File: config.mk
export PLATFORM = sky130hd
export DESIGN_NAME = asy_down_counter_core_flat
export DESIGN_NICKNAME = d
export VERILOG_FILES = /design/src/rtl/asy_down_counter_core_if.sv /design/src/rtl/asy_down_counter_core.sv /design/src/flat_wrapper.sv
export SDC_FILE = /design/constraint.sdc
export NUM_CORES = 1
export LEC_CHECK = 0
export CAP_MARGIN = 20
export CORE_AREA = 8 8 45 47
export DETAILED_ROUTE_END_ITERATION = 8
export DIE_AREA = 0 0 53 55
export GPL_TIMING_DRIVEN = 0
export PLACE_DENSITY_LB_ADDON = 0.15
export SETUP_SLACK_MARGIN = 0.05
export SLEW_MARGIN = 20
export SYNTH_ARGS = -nofsm -noshare
export SYNTH_HDL_FRONTEND = slang
export SYNTH_SLANG_ARGS = --single-unit
File: constraint.sdc
create_clock -name clk -period 1.2 [get_ports clk]
set_clock_uncertainty 0.2 [all_clocks]
set_input_delay 0.36 -clock clk [delete_from_list [all_inputs] [get_ports clk]]
set_output_delay 0.36 -clock clk [all_outputs]
set_load 0.02 [all_outputs]
File: src/rtl/asy_down_counter_core_if.sv
// rtl/asy_down_counter_core_if.sv - status/count bundle of the synchronous down counter
//
// Purpose : groups the counter outputs so producer and consumers share one port.
// Signals : q      [WIDTH-1:0] current count (registered)
//           zero               high while q == 0
//           borrow             registered wrap pulse (saturation level when enabled)
//           tog    [WIDTH-1:0] registered mask of q bits flipped on the last update
// Modports: master drives all signals (the counter), slave observes them.

interface asy_down_counter_core_if #(
  parameter int WIDTH = 2
);

  logic [WIDTH-1:0] q;
  logic             zero;
  logic             borrow;
  logic [WIDTH-1:0] tog;

  modport master (
    output q,
    output zero,
    output borrow,
    output tog
  );

  modport slave (
    input q,
    input zero,
    input borrow,
    input tog
  );

endinterface

File: src/rtl/asy_down_counter_core.sv
// rtl/asy_down_counter_core.sv - synchronous free-running binary down counter with status outputs
//
// Purpose : single-clock replacement for a ripple down counter; same count
//           sequence, no ripple delay. Provides zero detect, borrow pulse and
//           a per-bit toggle mask.
// Params  : WIDTH     counter width, 1..16
//           RESET_VAL value loaded on reset (truncated to WIDTH bits)
// Ports   : clk  rising-edge clock
//           rst  synchronous active-high reset, priority over counting
//           bus  asy_down_counter_core_if.master: q, zero, borrow, tog
// Macro   : ASY_DOWN_COUNTER_SAT_EN - when defined the counter saturates at 0
//           (q holds, borrow stays high as a level, tog = 0) instead of wrapping.

module asy_down_counter_core #(
  parameter int WIDTH     = 2,
  parameter int RESET_VAL = 0
) (
  input  logic                           clk,
  input  logic                           rst,
  asy_down_counter_core_if.master        bus
);

  localparam logic [WIDTH-1:0] RST_Q = WIDTH'(RESET_VAL);

  logic [WIDTH-1:0] q_q, q_d;
  logic [WIDTH-1:0] tog_q, tog_d;
  logic             borrow_q, borrow_d;
  logic             q_is_zero;

  assign q_is_zero = (q_q == '0);

  // Ripple-down equivalence: bit i flips when every lower bit of the old
  // value is 0, i.e. when a borrow propagates through them. The new count is
  // the old count with exactly those bits inverted.
  always_comb begin
    tog_d    = '0;
    tog_d[0] = 1'b1;
    for (int i = 1; i < WIDTH; i++) begin
      tog_d[i] = tog_d[i-1] & ~q_q[i-1];
    end
    // Old value 0 means the borrow runs off the top bit: this is the wrap.
    borrow_d = q_is_zero;
`ifdef ASY_DOWN_COUNTER_SAT_EN
    // Saturate: suppress every flip once the count has reached 0.
    if (q_is_zero) begin
      tog_d = '0;
    end
`endif
    q_d = q_q ^ tog_d;
  end

  always_ff @(posedge clk) begin
    if (rst) begin
      q_q      <= RST_Q;
      tog_q    <= '0;
      borrow_q <= 1'b0;
    end else begin
      q_q      <= q_d;
      tog_q    <= tog_d;
      borrow_q <= borrow_d;
    end
  end

  assign bus.q      = q_q;
  assign bus.zero   = q_is_zero;
  assign bus.borrow = borrow_q;
  assign bus.tog    = tog_q;

endmodule

File: src/flat_wrapper.sv
// flat-port wrapper written by rule: the top's interface ports become plain ports
module asy_down_counter_core_flat 
#(
  parameter int WIDTH     = 2,
  parameter int RESET_VAL = 0
)
  (clk, rst, bus_q, bus_zero, bus_borrow, bus_tog);
  asy_down_counter_core_if #(.WIDTH(WIDTH)) bus_i ();
  input  logic clk;
  input  logic rst;
  output wire logic [$bits(bus_i.q)-1:0] bus_q;
  output wire logic [$bits(bus_i.zero)-1:0] bus_zero;
  output wire logic [$bits(bus_i.borrow)-1:0] bus_borrow;
  output wire logic [$bits(bus_i.tog)-1:0] bus_tog;
  assign bus_q = bus_i.q;
  assign bus_zero = bus_i.zero;
  assign bus_borrow = bus_i.borrow;
  assign bus_tog = bus_i.tog;
  asy_down_counter_core #(.WIDTH(WIDTH), .RESET_VAL(RESET_VAL)) u_core (.clk(clk), .rst(rst), .bus(bus_i));
endmodule
==> reports/metrics.csv <==
metric,value,unit
status,"finished, violations left",
violations,negative setup slack,
finalHoldViolations,0,
slowest_stage,dfxtp_4,
crit_required,0.64,ns
synth_cells,12,
maxCapViolCount,0,
drv_slew,0,
overflow,0,
synth_warnings,0,
crit_type,flop to output port,
clk_pin_slew_worst_paths,0.05,ns
grt_pass1_wl,414,µm
drive_gt1_share,78.3,%
synth_fp_nets,15,
root_buffer,clkbuf_4,
cp-startpoint,u_core.bus.q[0]$_SDFF_PP0_,
dieHeight,55,µm
synth_area,128,µm²
synth.area.top_cells,"dfxtp_1 63%, ha_1 9.8%, inv_1 8.8%",
post-route-min-period,1.47,ns
use_met3,1.07,%
synth_area_leader_cell,dfxtp_1,
gp_congestion,0.661,
endpoint_kind,output port,
gr-max-usage-layer,met4,
drc,0,
r2r-start,u_core.bus.q[0]$_SDFF_PP0_,
ys_seq_area_share,62.7,%
crit_arrival,0.91,ns
dr.pass1.iters,2,
power_density,1630,nW/µm²
max_freq,682,MHz
initial_core_util,9.22,%
ios,8,
slowest_delay,0.35,ns
fin_ws,-0.267,ns
synth_area_per_cell,10.6,µm²
cts.path.max_buffers,2,
area_delta_synth_final,110,%
cts_tree,built,
tightest_slew,0.170,ns
p_leak,0.000119,µW
use_met2,3.91,%
ant_nets,0,
yosys.cell_types.count,6,
worstSkewPairLatency,0.24,ns
start_kind,flop,
cts_hold_buffers,0,
vias,115,
hp-start,u_core.bus.q[0]$_SDFF_PP0_,
placed_cells,35,
wire_per_inst,7.92,µm
path_max_fanout,4,
die_w,53,µm
final_nets,27,
setup_viol_count_final,6,
min_path_type,flop to flop,
grt_use_met1,0.607,%
drt-initial-drc-count,3,
postCtsSetupBuffers,0,
nFillCells,160,
core,1380,µm²
tns,-0.682,ns
grtUsageTotal,2.51,%
fp.dieArea,2920,µm²
slew_headroom,88.6,%
numCtsBuffers,3,
wirelength,309,µm
h-tree-depth,1,
vdd_drop_max,0.463,mV
grt_pass1_vias,114,
n_antenna_cell,0,
port_buffers,7,
cts_sinks,4,
rsz0062_at_grt,yes,
grt_max_degree,5,
finalCritPeriodShare,122,%
cts_resized,36,
synth_top_area_share,62.7,%
path_cells,inv_2 > ha_4 > buf_6,
viasPerCell,2.95,
rows,14,
layout.cells.non_filler,39,
grt_antenna_before_repair,0,
synth-seq-cells,4,
==> per-layer routing <==
layer | part of all wire [%] | up-vias | wire (µm)
li1 | - | 54 | -
met1 | 20 | 53 | 61
met2 | 65 | 6 | 201
met3 | 11 | 2 | 33
met4 | 4.5 | 0 | 14
met5 | 0 | - | 0
==> cells in the mapped netlist <==
cell / instances
buf_4: 1
dfxtp_1: 4
ha_1: 1
inv_1: 3
nor2_1: 2
nor2b_2: 1
==> sequential cells by signal, indices dropped and copies added (netlist names) <==
register,flops
u_core.bus.borrow,1
u_core.bus.q,2
u_core.bus.tog,1
==> cell families after synthesis <==
| kind of cell | share of synthesized area (%) |
|---|---|
| buf+inv | 14.7 |
| simple gates | 12.7 |
| flops | 62.7 |
| fa+ha+maj | 9.80 |
==> final cells by class <==
class                      count  area, µm²  area share [%]
clock buffer                   4       26.3            9.81
timing repair buffer           7       71.3            26.6
buffer                         1       7.51            2.80
sequential                     4       90.1            33.6
inverter                       3       11.3            4.21
multi-input combinational      4       41.3            15.4
tap                           16       20.0            7.48
==> final timing paths <==
check        slack, ns                      endpoint  depth (start not counted)
max              -0.27                      bus_zero                          3
min               0.22    u_core.bus.q[0]$_SDFF_PP0_                          1
max reg2reg       0.20  u_core.bus.borrow$_SDFF_PP0_                          3
min reg2reg       0.22    u_core.bus.q[0]$_SDFF_PP0_                          1
==> through the flow <==
stage,hold slack (ns),cell area [µm²],utilization (%),power (µW),setup WS (ns)
6_report,0.223,268,19.3,437,-0.267
5_1_grt,0.240,268,19.3,465,-0.301
4_1_cts,0.228,268,19.3,450,-0.283
3_5_place_dp,0.222,238,17.2,248,-0.473
3_3_place_gp,0.216,238,17.2,248,-0.470
2_1_floorplan,0.217,148,-,207,0.0500
==> power breakdown <==
part / switching, µW / leakage [µW] / internal (µW)
Sequential: 8.24 / 0.0000348 / 147
Combinational: 44.0 / 0.0000695 / 49.3
Clock: 62.9 / 0.0000150 / 125
Total: 115 / 0.000119 / 321
==> placed cells by master (no fill, tap or decap), types with 2 or more instances in the layout <==
master    count
nor2_1        2
buf_6         5
dfxtp_4       2
dfxtp_2       2
clkbuf_4      3
inv_2         2
==> critical path: cells and delay by family, from the launching register on <==
family,cells,cell delay (ns)
flops,1,0.35
buf+inv,2,0.16
fa+ha+maj,1,0.15
Note: power is estimated with default switching activity, not from simulation.
